$ cat src/rtl/lbus_pkg.sv
// Shared local-bus constants, default FIFO sizing and the status-flag bit indices.
package lbus_pkg;

  localparam int unsigned LBUS_DW         = 8;
  localparam int unsigned LBUS_DEPTH_LOG2 = 4;
  localparam int unsigned LBUS_AFUL_TH    = 2;
  localparam int unsigned LBUS_AEMP_TH    = 2;
  localparam int unsigned LBUS_NFLAGS     = 4;

  typedef enum logic [1:0] {
    FLG_FUL  = 2'd0,
    FLG_AFUL = 2'd1,
    FLG_EMP  = 2'd2,
    FLG_AEMP = 2'd3
  } lbus_flag_e;

endpackage

$ cat src/rtl/lbus_fifo_ram.sv
// DEPTH x LBUS_DW simple dual-port array: synchronous write, registered read with enable.
module lbus_fifo_ram
  import lbus_pkg::*;
#(
  parameter int unsigned AW = LBUS_DEPTH_LOG2
) (
  input  logic               clk,
  input  logic               rst_n,
  input  logic               we,
  input  logic [AW-1:0]      waddr,
  input  logic [LBUS_DW-1:0] wdata,
  input  logic               re,
  input  logic [AW-1:0]      raddr,
  output logic [LBUS_DW-1:0] rdata
);

  localparam int unsigned DEPTH = 1 << AW;

  logic [LBUS_DW-1:0] mem [DEPTH];

  // Storage is deliberately left unreset so it maps onto distributed RAM.
  always_ff @(posedge clk) begin
    if (we) begin
      mem[waddr] <= wdata;
    end
  end

  always_ff @(posedge clk) begin
    if (!rst_n) begin
      rdata <= '0;
    end else if (re) begin
      rdata <= mem[raddr];
    end
  end

endmodule

$ cat src/rtl/lbus_byte_fifo.sv
// Synchronous byte FIFO between the local-bus pins and the host interface.
// Optional sticky overflow/underflow outputs enabled by LBUS_FIFO_ERR_STICKY_EN.
module lbus_byte_fifo
  import lbus_pkg::*;
#(
  parameter int unsigned DEPTH_LOG2 = LBUS_DEPTH_LOG2,
  parameter int unsigned AFUL_TH    = LBUS_AFUL_TH,
  parameter int unsigned AEMP_TH    = LBUS_AEMP_TH
) (
  input  logic                CLK,
  input  logic                RSTn,
  input  logic                WE,
  input  logic [LBUS_DW-1:0]  DIN,
  output logic                FUL,
  output logic                AFUL,
  input  logic                RE,
  output logic [LBUS_DW-1:0]  DOUT,
  output logic                EMP,
  output logic                AEMP,
  output logic [DEPTH_LOG2:0] COUNT
`ifdef LBUS_FIFO_ERR_STICKY_EN
  ,
  output logic                OVF,
  output logic                UDF
`endif
);

  localparam int unsigned AW    = DEPTH_LOG2;
  localparam int unsigned CW    = DEPTH_LOG2 + 1;
  localparam int unsigned DEPTH = 1 << DEPTH_LOG2;

  logic [AW-1:0]          wptr;
  logic [AW-1:0]          rptr;
  logic [AW-1:0]          wptr_next;
  logic [AW-1:0]          rptr_next;
  logic [CW-1:0]          count_next;
  logic [LBUS_NFLAGS-1:0] flags;
  logic [LBUS_NFLAGS-1:0] flags_next;
  logic                   wr_acc;
  logic                   rd_acc;

  // Accesses are gated by the registered flags; reset also blocks any array write.
  always_comb begin
    wr_acc     = RSTn & WE & ~flags[FLG_FUL];
    rd_acc     = RSTn & RE & ~flags[FLG_EMP];
    wptr_next  = wptr;
    rptr_next  = rptr;
    count_next = COUNT + CW'(wr_acc) - CW'(rd_acc);
    flags_next = '0;
    if (wr_acc) begin
      wptr_next = wptr + AW'(1);
    end
    if (rd_acc) begin
      rptr_next = rptr + AW'(1);
    end
    flags_next[FLG_FUL]  = (count_next == CW'(DEPTH));
    flags_next[FLG_AFUL] = (count_next >= CW'(DEPTH - AFUL_TH));
    flags_next[FLG_EMP]  = (count_next == CW'(0));
    flags_next[FLG_AEMP] = (count_next <= CW'(AEMP_TH));
  end

  always_ff @(posedge CLK) begin
    if (!RSTn) begin
      wptr  <= '0;
      rptr  <= '0;
      COUNT <= '0;
      flags <= LBUS_NFLAGS'((1 << FLG_EMP) | (1 << FLG_AEMP));
    end else begin
      wptr  <= wptr_next;
      rptr  <= rptr_next;
      COUNT <= count_next;
      flags <= flags_next;
    end
  end

  assign FUL  = flags[FLG_FUL];
  assign AFUL = flags[FLG_AFUL];
  assign EMP  = flags[FLG_EMP];
  assign AEMP = flags[FLG_AEMP];

  lbus_fifo_ram #(
    .AW (AW)
  ) u_ram (
    .clk   (CLK),
    .rst_n (RSTn),
    .we    (wr_acc),
    .waddr (wptr),
    .wdata (DIN),
    .re    (rd_acc),
    .raddr (rptr),
    .rdata (DOUT)
  );

`ifdef LBUS_FIFO_ERR_STICKY_EN
  // Sticky until reset; fed to spare LEDs.
  always_ff @(posedge CLK) begin
    if (!RSTn) begin
      OVF <= 1'b0;
      UDF <= 1'b0;
    end else begin
      if (WE && flags[FLG_FUL]) begin
        OVF <= 1'b1;
      end
      if (RE && flags[FLG_EMP]) begin
        UDF <= 1'b1;
      end
    end
  end
`endif

endmodule

$ cat config.mk
export PLATFORM = sky130hd
export DESIGN_NAME = lbus_byte_fifo
export DESIGN_NICKNAME = d
export VERILOG_FILES = /design/src/rtl/lbus_pkg.sv /design/src/rtl/lbus_fifo_ram.sv /design/src/rtl/lbus_byte_fifo.sv
export SDC_FILE = /design/constraint.sdc
export NUM_CORES = 1
export LEC_CHECK = 0
export CORE_AREA = 4 4 111 113
export CTS_CLUSTER_SIZE = 30
export DETAILED_ROUTE_END_ITERATION = 6
export DIE_AREA = 0 0 115 117
export DONT_BUFFER_PORTS = 1
export PLACE_DENSITY = 0.74
export SYNTH_ARGS = -nofsm -noshare
export SYNTH_HDL_FRONTEND = slang
export SYNTH_SLANG_ARGS = --single-unit
$ cat constraint.sdc
create_clock -name CLK -period 7 [get_ports CLK]
set_input_delay 0.7 -clock CLK [delete_from_list [all_inputs] [get_ports CLK]]
set_output_delay 0.7 -clock CLK [all_outputs]
set_load 0.05 [all_outputs]
; ---- Yosys cells after proc, flatten, opt, wreduce, memory -nomap -nowiden
; Memories as Yosys holds them, arrays and structs flattened. A register that Yosys moved wholly into a read port is not among the register bits.
; Cells that the tools add are included.
; W data, S select, Z words.
[classes]
add_sub_neg = 4
order_cmp = 2
eq_ne = 1
muxes = 2
n_bitwise = 6
reduce_logical = 2
[op_table]
columns = op, n
row1 = $add A4 B1 Y4 const B, 2
row2 = $add A5 B1 Y5, 1
row3 = $eq A5 B5 Y1 const B, 1
row4 = $ge A5 B4 Y1 const B, 1
row5 = $le A5 B2 Y1 const B, 1
row6 = $logic_not A5 Y1, 1
row7 = $sub A5 B1 Y5, 1
row8 = $and A1 B1 Y1, 4
row9 = $mux W1, 2
row10 = $not A1 Y1, 2
row11 = $logic_not A1 Y1, 1
[word_totals]
register_bits = 17
ram_bits = 128
inputBits = 12
elab_cells = 22
mem_count = 1
[mem_list]
columns = name, words, word_bits, read_ports, rd_ports_with_merged_regs, wr, line_no
row1 = u_ram.mem, 16, 8, 1, 1, 1, lbus_fifo_ram.sv:19  ; logic [LBUS_DW-1:0] mem [DEPTH];

; ---- Longest topological paths before layout
; Gate-level depths: netlist of the first run.
[logic_depth]
ltp_word = 5
depth_mapped = 11
mapped_depth_nobuf = 10

; ---- Modules after synthesis
; Synthesis of the first run repeated with hierarchy kept, for this count alone.
[unflattened]
hier_cells = 400
hier_area_um2 = 6139.6
[by_module_without_submodules]
columns = module, instances, cells_per_inst, area_per_inst_um2, seq_area_each_um2
row1 = lbus_fifo_ram, 1, 318, 5351.4, 4003.8
row2 = lbus_byte_fifo, 1, 82, 788.3, 340.3

; ---- Worst setup path before layout of the first run
; Ideal clock, no wire load.
[synth_path]
path_kind = input -> register
startpoint = in RE
endpoint = reg flags[0]
setup_time_ps = 91
arrival_time_ps = 2833
setup_slack_ps = 4076
path_stages = 11
cell_sequence = nor2b_1 > clkbuf_1 > and2_1 > ha_1 > inv_1 > ha_1 > fa_1 > a21o_1 > a21oi_1 > xnor2_1 > nor4bb_1
[synth_between]
elab_chain_cells = 4
[synth_rtl]
columns = item, line_no
row1 = from (decl), lbus_byte_fifo.sv:16  ; input logic RE,
row2 = $and A1 B1 Y1 (2 in a row), lbus_byte_fifo.sv:45  ; rd_acc = RSTn & RE & ~flags[FLG_EMP];
row3 = named net rd_acc, lbus_byte_fifo.sv:40  ; logic rd_acc;
row4 = $sub A5 B1 Y5, lbus_byte_fifo.sv:48  ; count_next = COUNT + CW'(wr_acc) - CW'(rd_acc);
row5 = $eq A5 B5 Y1, lbus_byte_fifo.sv:56  ; flags_next[FLG_FUL] = (count_next == CW'(DEPTH));
row6 = to (signal assigned), lbus_byte_fifo.sv:67  ; flags <= LBUS_NFLAGS'((1 << FLG_EMP) | (1 << FLG_AEMP));
row7 = to (signal assigned), lbus_byte_fifo.sv:72  ; flags <= flags_next;
row8 = to (decl), lbus_byte_fifo.sv:37  ; logic [LBUS_NFLAGS-1:0] flags;
; The timed path passes the listed nets, and every way through them passes these cells.
; A chain may end at the register's enable or synchronous reset.

; ---- Final worst setup path of the first run
[layout_path]
startpoint = reg flags[2]
endpoint = reg flags[0]
[layout_between]
elab_chain_cells = 4
[layout_rtl]
columns = item, line_no
row1 = $not A1 Y1, lbus_byte_fifo.sv:45
row2 = $and A1 B1 Y1, lbus_byte_fifo.sv:45
row3 = named net rd_acc, lbus_byte_fifo.sv:40
row4 = $sub A5 B1 Y5, lbus_byte_fifo.sv:48
row5 = $eq A5 B5 Y1, lbus_byte_fifo.sv:56
; The timed path passes the listed nets, and every way through them passes these cells.

==> summary.md, run 1 <==
| Metric | Value |
|---|---|
| Outcome | complete, no violations |
| Warnings from Yosys | 0 |
| Synth Cell Area | ~6100 sq um |
| Initial Util | 0.536 |
| Slew at the pin with the worst max-slew slack | 996 ps |
| Die Span X | 115 um |
| Area occupied by multi-input gates | around 1600 sq um |
| Row cnt | 39 |
| Crit share post-route | 0.440 |
| Clk buf depth | 2 |
| P per Cell Area | 357 nW/um^2 |
| Clock Root Buffer | clkbuf_16 |
| Total number of vias | around 3,000 |
| Post-Route Setup TNS | 0 ps |
| Max-slew violations | 0 |
| Max FO, Critical Path | 7 |
| Tmin final | 3080 ps |
| Fillcell total | around 820 |
| Reg2reg start | flags[2]$_SDFF_PN1_ |
| Die area | ~13,000 sq um |
| Post-route design area | ~6800 sq um |
| DRC violations left | 0 |
| Final antenna-violating net count | 0 |
| FMAX | between 300 and 400 MHz |
| First-pass GRT wire length | approximately 17,000 um |
| Dpl ws | about 3800 ps |
| CORE AREA | roughly 11,000 sq um |
| H-Tree Depth | 4 |
| Share of layout cells above drive strength 1 | 0.156 |
| DP Area | approximately 6200 sq um |
| Total Nets Final | 369 |
| Die height | 117 um |
| Area Overhead vs Synth | 11.9% |
| Worst Setup Path Type | register to register |
| Post-layout util | 0.600 |
| Placer's final routability congestion estimate | about 0.79 |
| Antenna violations before repair | 0 |
| #FFs+latches synth | around 150 |
| Worst vdd ir | 296 uV |
| R2R cell count | 10 |
| Routed WL | between 10,000 and 15,000 um |
| Worst EP required | around 7300 ps |
| Total GRT Usage | 0.182 |
| Count of buffers from port buffering | 0 |
| Clk_skew | 7.42 ps |
| Crit path capture | flags[0]$_SDFF_PN0_ |
| EDFF count, synth | approximately 130 |
| CTS tree | done |
| R2r endpoint | flags[0]$_SDFF_PN0_ |
| Layout Cells excl Fill | approximately 500 |
| Clock Pin Slew Worst Setup and Hold Paths | approximately 60 ps |
| Total gr overflow | 0 |
| Setup ws final | 3920 ps |
| Vias per cell | roughly 5.8 |
| Placed insts | 470 |
| Num ports | 29 |
| Worst endpoint data arrival time | ~3400 ps |
| Worst relative slew slack | 0.334 |
| Worst setup SP type | register |
| # setup viols final | 0 |
| Number of hold buffers added after cts | 0 |
| Post-CTS Setup Repair Bufs | 0 |
| CTS-repair resized insts | 0 |
| DRT iter0 DRCs | 282 |
| R2R Setup Slk | slightly below 4000 ps |
| Async SR Flop Fraction | 0 |
| Num Clock Sinks | 153 |
| Mean Syn Cell Area | roughly 18 sq um |
| RSZ-0062 raised after global routing | no |
| Largest net degree at the start of global routing | 39 |
| Worst-Skew Late Latency | around 420 ps |
| Hold Crit Class | primary input to register |
| DP HPWL | slightly below 7000 um |
| Post-synthesis sequential area ratio | 0.715 |
| CP Capture Type | register |
| N_diodes | 0 |
| WL/cell | 21.9 um |
| Synth Flop Type | edfxtp_1 |
| Vias in the first global route | between 3,000 and 4,000 |
| Leakage | about 2.2 nW |
| Hold violation count in the final report | 0 |
| Distinct cells, synth | 36 |
| CTS Buf Count | 17 |
| Maximum capacitance violations | 0 |
| Synth Net Count | 363 |
| Reg area | ~4300 sq um |
| Cells after Synth | 340 |
| Critical Path Start | flags[2]$_SDFF_PN1_ |
| DRT Pass-1 Iters | 4 |
-- registers in the layout, summed over array words and instances (netlist names) --
register	count
COUNT	5
flags	4
rptr	4
u_ram.mem	128
u_ram.rdata	8
wptr	4
-- metrics by stage --
stage	total power (W)	hold slack [ps]
after global routing	0.00252	337
after global placement	0.00151	510
after floorplan	0.00145	481
after CTS	0.00245	331
final	0.00243	351
after detailed placement	0.00152	520
-- final cells by class --
class	count	area share
flip-flops and latches	153	0.639
multi-input cells	159	0.233
clock buffers	24	0.0723
well taps	143	0.0263
clock inverters	8	0.0171
repair buffers	7	0.00773
inverters	8	0.00442
-- metal layers --
metal,track usage,vias up,share of wire,wire length (um)
li1,-,1346,-,-
met5,0,-,0,0
met3,0.0694,16,0.070,768
met1,0.227,1482,0.41,4530
met2,0.286,80,0.50,5510
met4,0.0822,0,0.018,195
-- cells by family after synthesis --
group,after synthesis,synth area share
DFF,153,0.715
and+or+nand+nor,57,0.0476
muxes,49,0.136
AOI/OAI and AO/OA,32,0.0383
buffers and inverters,28,0.0243
adders and majority gates,11,0.0239
xor gates and xnor gates,10,0.0144
-- synth_stat cells, types with 8 or more instances --
| cell type | count | share of area |
|---|---|---|
| o211ai_1 | 14 | 0.017 |
| inv_1 | 8 | 0.0049 |
| edfxtp_1 | 128 | 0.63 |
| nand2_1 | 16 | 0.0099 |
| mux2i_1 | 23 | 0.038 |
| dfxtp_1 | 25 | 0.082 |
| clkbuf_1 | 9 | 0.0056 |
| and2_1 | 13 | 0.013 |
| nor2_1 | 12 | 0.0074 |
| mux4_2 | 19 | 0.070 |
| ha_1 | 10 | 0.021 |
| a22oi_1 | 8 | 0.0099 |
| xnor2_1 | 8 | 0.012 |
-- placed cells by master (no fill, tap or decap), types with 10 or more instances in the layout --
| cell | synthesis | layout |
|---|---|---|
| dfxtp_1 | 25 | 24 |
| nor2_1 | 12 | 12 |
| ha_1 | 10 | 10 |
| nand2_1 | 16 | 16 |
| and2_1 | 13 | 13 |
| edfxtp_1 | 128 | 128 |
| mux2i_1 | 23 | 23 |
| o211ai_1 | 14 | 14 |
| clkbuf_16 | 0 | 17 |
| mux4_2 | 19 | 19 |
-- worst min-delay path by stage --
stage,from,endpoint,cells past startpoint
floorplan,wptr[1]$_SDFFE_PN0P_,wptr[1]$_SDFFE_PN0P_,2
global placement,wptr[1]$_SDFFE_PN0P_,wptr[1]$_SDFFE_PN0P_,2
detailed placement,wptr[1]$_SDFFE_PN0P_,wptr[1]$_SDFFE_PN0P_,2
CTS,RSTn,flags[3]$_SDFF_PN1_,1
global route,RSTn,flags[3]$_SDFF_PN1_,1
finish,RSTn,flags[3]$_SDFF_PN1_,1
-- where the power goes --
group / leakage (nW) / internal [W] / switching, W / total [W]
registers: 1.36 / 0.00104 / 0.000145 / 0.00118
logic: 0.519 / 0.000146 / 0.000166 / 0.000312
clock network: 0.298 / 0.000595 / 0.000335 / 0.000930
-- critical path, cell delays in order, from the launching register on --
cell	delay, ps
dfxtp_1	640
nor2b_1	260
and2_1	250
ha_1	290
inv_1	40
ha_1	200
fa_1	410
a21o_1	170
a21oi_1	160
xnor2_1	210
nor4bb_1	340
Power figures use the tool's default switching activity.
==> inputs of run 2 (changes only) <==
==> constraint.sdc (replaced) <==
create_clock -name CLK -period 3.1 [get_ports CLK]
set_input_delay 0.31 -clock CLK [delete_from_list [all_inputs] [get_ports CLK]]
set_output_delay 0.31 -clock CLK [all_outputs]
set_load 0.05 [all_outputs]
==> run 2 against run 1 <==
  * Clock-buffer cell count decreased by 2
  * Critical endpoint unchanged
  * Die area unchanged
  * Total power increased by 130%
==> summary.md, run 2 (synthesis results as in run 1) <==
| Metric | Value |
|---|---|
| Slew at the pin with the worst max-slew slack | 1030 ps (+31.4 ps) |
| Worst relative slew slack | 0.313 (-0.0210) |
| Max-slew violations | 0 (unchanged) |
| Outcome | complete, no violations |
| CTS-repair resized insts | 0 (unchanged) |
| Worst-Skew Late Latency | 410 ps (about the same) |
| Clock Pin Slew Worst Setup and Hold Paths | 60 ps (about the same) |
| Clock Root Buffer | clkbuf_16 |
| Worst endpoint data arrival time | 2970 ps (-430 ps) |
| CP Cell Sequence | and3b_1 > inv_1 > ha_1 > inv_1 > ha_1 > fa_1 > a21o_1 > a21oi_1 > xnor2_1 > nor4bb_1 |
| Final antenna-violating net count | 0 (unchanged) |
| Initial Util | 0.536 (unchanged) |
| DRC violations left | 0 (unchanged) |
| Vias in the first global route | 3,079 (+0.59%) |
| N_diodes | 0 (unchanged) |
| Crit share post-route | 0.854 (+0.414) |
| H-Tree Depth | 4 (unchanged) |
| Most common cell after layout, fill and taps aside | edfxtp_1 |
| Total number of vias | 2,976 (+1.8%) |
| Die area | 13,500 sq um (unchanged) |
| WL/cell | 21.7 um (-0.79%) |
| Max FO, Critical Path | 9 (+2) |
| First-pass GRT wire length | 17,600 um (+1.0%) |
| Tmin final | 2650 ps (-431 ps) |
| Largest net degree at the start of global routing | 24 (-38%) |
| Slowest cell on crit path | fa_1 |
| Hold violation count in the final report | 0 (unchanged) |
| CORE AREA | 11,300 sq um (unchanged) |
| Total Nets Final | 383 (+3.8%) |
| Crit-path max cell delay | 410 ps (-230 ps) |
| RSZ-0062 raised after global routing | no |
| CP Capture Type | register |
| Num ports | 29 (unchanged) |
| Post-route design area | 6900 sq um (+1.5%) |
| R2R Setup Slk | 450 ps (-3470 ps) |
| Worst Setup Path Type | register to register |
| Count of buffers from port buffering | 0 (unchanged) |
| FMAX | 378 MHz (+16%) |
| DP Area | 6230 sq um (+0.61%) |
| Maximum capacitance violations | 0 (unchanged) |
| Total gr overflow | 0 (unchanged) |
| Commonest cells after routing, fill and taps aside | edfxtp_1 (128), dfxtp_1 (24), mux2i_1 (23) |
| P per Cell Area | 793 nW/um^2 (+120%) |
| Reg area | 4350 sq um (unchanged) |
| Hold Crit Class | primary input to register |
| Post-CTS Setup Repair Bufs | 0 (unchanged) |
| Area occupied by multi-input gates | 1580 sq um (unchanged) |
| Vias per cell | 5.77 (-0.98%) |
| DRT Pass-1 Iters | 5 (+1) |
| Placer's final routability congestion estimate | 0.749 (-5.4%) |
| Worst EP required | 3420 ps (-3900 ps) |
| Share of layout cells above drive strength 1 | 0.158 (+0.00219) |
| Worst vdd ir | 809 uV (+170%) |
| Total GRT Usage | 0.182 (about the same) |
| Die Span X | 115 um (unchanged) |
| Post-Route Setup TNS | 0 ps (unchanged) |
| DP HPWL | 7170 um (+6.5%) |
| Num Clock Sinks | 153 (unchanged) |
| CP bufs+invs | 2 (+1) |
| Worst setup SP type | register |
| CTS Buf Count | 17 (unchanged) |
| Routed WL | 11,200 um (+2.0%) |
| Fillcell total | 799 (-2.8%) |
| Row cnt | 39 (unchanged) |
| Area Overhead vs Synth | 13.5% |
| Biggest regs | u_ram.mem (128), u_ram.rdata (8), COUNT (5) |
| Clk buf depth | 2 (unchanged) |
| Largest Register | u_ram.mem |
| Leakage | 2.22 nW (+2.2%) |
| CTS tree | done |
| DRT iter0 DRCs | 235 (-17%) |
| Antenna violations before repair | 0 (unchanged) |
| Max reg flops | 128 (unchanged) |
| Clk_skew | 3.31 ps (-4.11 ps) |
| # setup viols final | 0 (unchanged) |
| Die height | 117 um (unchanged) |
| CP top delay family | adder cells |
==> run 2: final timing paths <==
check,start,endpoint,cells past startpoint
min reg2reg,wptr[1]$_SDFFE_PN0P_,wptr[1]$_SDFFE_PN0P_,2
max,flags[0]$_SDFF_PN0_,flags[0]$_SDFF_PN0_,10
min,RSTn,COUNT[0]$_SDFF_PN0_,1
max reg2reg,flags[0]$_SDFF_PN0_,flags[0]$_SDFF_PN0_,10
==> run 2: layout make-up <==
type,count,area share
sequential,153,0.630
multi-input combinational,159,0.229
clock buffer,22,0.0659
timing repair buffer,21,0.0261
tap,143,0.0259
clock inverter,10,0.0181
inverter,8,0.00435
==> run 2: worst register-to-register path: stages (launching register included) <==
cell and delay (ps):
dfxtp_1 300, and3b_1 380, inv_1 80, ha_1 280, inv_1 40, ha_1 200, fa_1 410, a21o_1 180
a21oi_1 170, xnor2_1 230, nor4bb_1 300
==> run 2: report_power, final <==
part | total (W) | switching, W | internal, W
sequential | 0.00265 | 0.000304 | 0.00234
clock | 0.00202 | 0.000746 | 0.00128
combinational | 0.000798 | 0.000438 | 0.000360
total | 0.00547 | 0.00149 | 0.00398
==> run 2: repair_timing <==
item / in CTS / in global routing
hold buffers: 9 / 0
setup endpoints to repair: 0 / 0
endpoints found under the hold margin: 130 / 0
==> run 2: per-layer routing <==
metal	part of all wire	global-route usage	vias up	wire length, um
met3	0.071	0.0658	18	792
li1	-	-	1368	-
met1	0.42	0.220	1509	4660
met2	0.50	0.299	81	5570
met5	0	0	-	0
met4	0.018	0.0767	0	197
==> run 2: through the flow <==
stage | hold slack [ps] | utilization | cells | total power [W] | setup WS, ps
floorplan | 409 | - | 340 | 0.00328 | 291
CTS | 8.92 | 0.609 | 516 | 0.00550 | 462
global route | 11.5 | 0.609 | 516 | 0.00568 | 293
detailed placement | 390 | 0.550 | 475 | 0.00346 | 477
global placement | 388 | 0.550 | 475 | 0.00343 | 525
finish | 22.1 | 0.609 | 516 | 0.00547 | 454
